<file path="src/rtl/pipelined_subtractor.sv">
// Chunked, pipelined unsigned subtractor: a - b - bin over SIZE bits, one CHUNK slice per stage,
// valid/ready handshake with global stall. Define SUBTRACTOR_OVERFLOW_EN for a registered signed-overflow flag.
module pipelined_subtractor #(
  parameter int SIZE   = 16,
  parameter int STAGES = 4
) (
  input  logic            clk,
  input  logic            rst_n,
  input  logic            in_valid,
  output logic            in_ready,
  input  logic [SIZE-1:0] a,
  input  logic [SIZE-1:0] b,
  input  logic            bin,
  output logic            out_valid,
  input  logic            out_ready,
  output logic [SIZE-1:0] d,
  output logic            bout,
  output logic            ovf
);

  localparam int CHUNK = SIZE / STAGES;

  logic stall;
  logic advance;

  assign stall    = out_valid & ~out_ready;
  assign in_ready = ~stall;
  assign advance  = ~stall;

  for (genvar k = 0; k < STAGES; k++) begin : gStage
    // Stage k sees the not-yet-consumed upper slices of a/b and the finished lower slices of d.
    localparam int IN_W  = SIZE - k * CHUNK;
    localparam int OUT_W = (k + 1) * CHUNK;

    logic [IN_W-1:0]  aIn;
    logic [IN_W-1:0]  bIn;
    logic             borrowIn;
    logic             validIn;
    logic [CHUNK:0]   diff;
    logic [OUT_W-1:0] dSkew_d;
    logic [OUT_W-1:0] dSkew_q;
    logic             borrow_d;
    logic             borrow_q;
    logic             valid_q;

    if (k == 0) begin : gFirst
      assign aIn      = a;
      assign bIn      = b;
      assign borrowIn = bin;
      assign validIn  = in_valid;
      assign dSkew_d  = diff[CHUNK-1:0];
    end else begin : gNext
      assign aIn      = gStage[k-1].gSkew.aSkew_q;
      assign bIn      = gStage[k-1].gSkew.bSkew_q;
      assign borrowIn = gStage[k-1].borrow_q;
      assign validIn  = gStage[k-1].valid_q;
      assign dSkew_d  = {diff[CHUNK-1:0], gStage[k-1].dSkew_q};
    end

    // The extra top bit of the widened difference is set exactly when the slice borrows.
    assign diff     = {1'b0, aIn[CHUNK-1:0]} - {1'b0, bIn[CHUNK-1:0]} - {{CHUNK{1'b0}}, borrowIn};
    assign borrow_d = diff[CHUNK];

    always_ff @(posedge clk or negedge rst_n) begin
      if (!rst_n) begin
        valid_q  <= 1'b0;
        borrow_q <= 1'b0;
        dSkew_q  <= '0;
      end else if (advance) begin
        valid_q <= validIn;
        if (validIn) begin
          borrow_q <= borrow_d;
          dSkew_q  <= dSkew_d;
        end
      end
    end

    if (k < STAGES - 1) begin : gSkew
      logic [IN_W-CHUNK-1:0] aSkew_q;
      logic [IN_W-CHUNK-1:0] bSkew_q;

      always_ff @(posedge clk or negedge rst_n) begin
        if (!rst_n) begin
          aSkew_q <= '0;
          bSkew_q <= '0;
        end else if (advance && validIn) begin
          aSkew_q <= aIn[IN_W-1:CHUNK];
          bSkew_q <= bIn[IN_W-1:CHUNK];
        end
      end
    end
  end

  assign out_valid = gStage[STAGES-1].valid_q;
  assign d         = gStage[STAGES-1].dSkew_q;
  assign bout      = gStage[STAGES-1].borrow_q;

`ifdef SUBTRACTOR_OVERFLOW_EN
  // The last slice still carries the operand sign bits, so overflow is resolved there.
  logic ovf_d;
  logic ovf_q;

  assign ovf_d = (gStage[STAGES-1].aIn[CHUNK-1] != gStage[STAGES-1].bIn[CHUNK-1]) &&
                 (gStage[STAGES-1].diff[CHUNK-1] != gStage[STAGES-1].aIn[CHUNK-1]);

  always_ff @(posedge clk or negedge rst_n) begin
    if (!rst_n) begin
      ovf_q <= 1'b0;
    end else if (advance && gStage[STAGES-1].validIn) begin
      ovf_q <= ovf_d;
    end
  end

  assign ovf = ovf_q;
`else
  assign ovf = 1'b0;
`endif

endmodule

</file>
<file path="config.mk">
export PLATFORM = sky130hd
export DESIGN_NAME = pipelined_subtractor
export DESIGN_NICKNAME = d
export VERILOG_FILES = /design/src/rtl/pipelined_subtractor.sv
export SDC_FILE = /design/constraint.sdc
export NUM_CORES = 1
export LEC_CHECK = 0
export CORE_MARGIN = 3
export CORE_UTILIZATION = 50
export DETAILED_ROUTE_END_ITERATION = 8
export GPL_ROUTABILITY_DRIVEN = 0
export PLACE_DENSITY = 0.73
export SETUP_SLACK_MARGIN = 0.4
export SLEW_MARGIN = 20
export SYNTH_ARGS = -nofsm -noshare
export SYNTH_HDL_FRONTEND = slang
export SYNTH_SLANG_ARGS = --single-unit
</file>
<file path="constraint.sdc">
create_clock -name clk -period 3 [get_ports clk]
set_clock_uncertainty 0.15 [all_clocks]
set_input_delay 0.45 -clock clk [delete_from_list [all_inputs] [get_ports clk]]
set_output_delay 0.45 -clock clk [all_outputs]
set_load 0.1 [all_outputs]
</file>
==> impl_metrics.toml <==
[global_routing]
overflow = 0
grt_max_degree = 54
antenna_found_initial = 0
track_usage = 0.147
grt_pass1_wl_mm = 11.9
grt_pass1_vias = 2484

[placed_design]
hpwl_mm = 5.17
io_buffers = 55
dpl_worst_slack_ns = 0.583
dpl-instance-area_mm2 = 0.00519

[detailed_routing]
avgRoutedWirePerCell_um = 14.1
antenna_left = 0
viasPerCell = 4.88
post-route-drc-count = 0
dr.pass1.iters = 4
drt-initial-drc-count = 64
wl_mm = 7.01
vias = 2421

[synth]
ys_warn_count = 0
syn_inst = 326
syn_nets = 393
syn_avg_cell_area_um2 = 14.4
yosysUniqueCellTypes = 24
synth-seq-area-share = 0.513
ys_ff_latch = 96
synthesis.area_mm2 = 0.00468

[timing]
period_share = 0.773
grt_setup_unrepaired = "no"
relSlewSlack = 0.635
slew_viol_final = 0
worst_pin_slew_ns = 0.547
fin_ws_ns = 0.680
setup_tns_ns = 0
finalSetupViolations = 0
max_clock_freq_ghz = 0.431
finalCriticalPeriod_ns = 2.32
hold_viol_final = 0

[setup_path]
max_stage_delay_ns = 0.56
worst-path-max-fanout = 2
critPathKind = "reg2reg"
path_cells = "inv_1 > fa_1 > inv_1 > ha_1 > nor2_1 > fa_1 > nand2_1 > a21oi_1 > xnor2_1 > o21ai_0"
crit_path_end_kind = "flip-flop"
regToRegEndpoint = "gStage[1].borrow_q"
critPathRequiredTime_ns = 3.07
startpoint_type = "flip-flop"
reg2reg_slack_ns = 0.68
crit_arrival_ns = 2.39
reg2reg_depth = 10
r2r-start = "gStage[0].borrow_q"
cp_slowest_cell = "fa_1"

[clock_tree]
htreeDepth = 3
root_buffer = "clkbuf_8"
numClockSinks = 96
clk_latency_ns = 0.36
cts_tree = "done"
numCtsBuffers = 9
clk_path_buf_depth = 2
clkTransAtPathRegs_ns = 0.09

[floorplan]
die_w_um = 103
dieArea_mm2 = 0.0106
start_util = 0.527
rows = 34
core-area_mm2 = 0.00889
io_pins = 57
fp.dieH_um = 103

[finish]
drive_gt1_frac = 0.299
post-route-util = 0.608
layout_common_cells = "dfrtp_1, mux2_4, clkdlybuf4s50_1"
nFillCells = 713
antennaDiodeCount = 0
nNetsFinal = 450
area_growth_syn_to_layout_pct = 15.4
layout_commonest_cell = "dfrtp_1"
postLayoutCellArea_mm2 = 0.00540

[power]
power.total_w = 0.00661
p_leak_nw = 2.67
ir_drop_mv = 0.451
p_per_area_mw_per_mm2 = 1220

[run]
drv_cap = 0

[hold_path]
worstHoldEndpoint = "gStage[0].dSkew_q[2]"
min_from = "gStage[0].dSkew_q[2]"
hp-class = "reg2reg"
min_path_cells = 2

[run_status]
status = "finished clean"
[metrics by stage]
| stage | hold slack [ns] | std cells |
|---|---|---|
| global route | 0.362 | 496 |
| finish | 0.337 | 496 |
| global placement | 0.316 | 479 |
| floorplan | 0.00441 | 326 |
| detailed placement | 0.322 | 479 |
| CTS | 0.341 | 496 |
[flip-flops by register name, summed over array words and instances (netlist names)]
signal,cells
gStage.gSkew.bSkew_q,24
gStage.dSkew_q,24
bout,1
gStage.valid_q,3
d,16
out_valid,1
gStage.gSkew.aSkew_q,24
gStage.borrow_q,3
[worst max-delay path, delay by kind of cell, from the launching register on]
kind	cells	cell delay [ns]
DFF	1	0.37
AOI/OAI and AO/OA	2	0.25
adders and majority gates	3	0.97
buffers and inverters	2	0.11
xor gates and xnor gates	1	0.13
and+or+nand+nor	2	0.20
[worst max path at each step]
stage                            start                          to  depth (start not counted)
global route        gStage[0].borrow_q          gStage[1].borrow_q                         10
floorplan                    out_valid  gStage[1].gSkew.aSkew_q[0]                          5
finish              gStage[0].borrow_q          gStage[1].borrow_q                         10
global placement                  b[0]          gStage[0].borrow_q                          9
CTS                 gStage[0].borrow_q          gStage[1].borrow_q                         10
detailed placement                b[0]          gStage[0].borrow_q                          9
[synth_stat cells, drive strengths merged]
cell type,n,area (µm²)
a21oi,4,20.0
buf,11,144
conb,1,3.75
dfrtp,96,2400
fa,8,160
ha,22,275
inv,35,139
mux2,75,1080
nand2,30,160
nand2b,3,18.8
nand3b,4,30.0
nor2,1,3.75
nor2b,1,13.8
o21ai,20,100
xnor2,13,114
xor2,2,17.5
[kinds of logic (layout without fill, tap and decap cells)]
logic type	count (synthesis)	in the layout	synth area share
buffers and inverters	46	108	0.0604
AO/OA/AOI/OAI	24	24	0.0256
adder cells (fa/ha/maj)	30	30	0.0930
other	1	1	0.000801
flip-flops	96	96	0.513
XOR/XNOR	15	15	0.0281
AND/OR/NAND/NOR	39	39	0.0484
multiplexers	75	75	0.231
[cell type report]
cell class / count / area [µm²] / share of cell area
clock buffers: 12 / 145 / 0.0269
clock inverters: 4 / 52.6 / 0.00973
inverters: 35 / 139 / 0.0257
multi-input cells: 184 / 2000 / 0.370
flip-flops and latches: 96 / 2400 / 0.445
well taps: 108 / 135 / 0.0250
repair buffers: 57 / 531 / 0.0982
[per-layer routing]
layer	global-route usage	vias up	wire, µm	share of wire
met5	0	-	0	0
met4	0.0707	0	136	0.019
met3	0.0277	9	265	0.038
met2	0.227	44	3230	0.46
met1	0.201	1171	3380	0.48
li1	-	1197	-	-
[what timing repair did]
action | in CTS | in global routing
resized for setup | 0 | 0
setup buffers | 0 | 0
endpoints found under the setup margin | 0 | 0
hold buffers | 1 | 0
endpoints found under the hold margin | 43 | 0
[power breakdown]
group / internal [W] / switching, W
sequential: 0.00188 / 0.000365
clock: 0.000412 / 0.000428
combinational: 0.00159 / 0.00194
(Power assumes the default switching activity.)
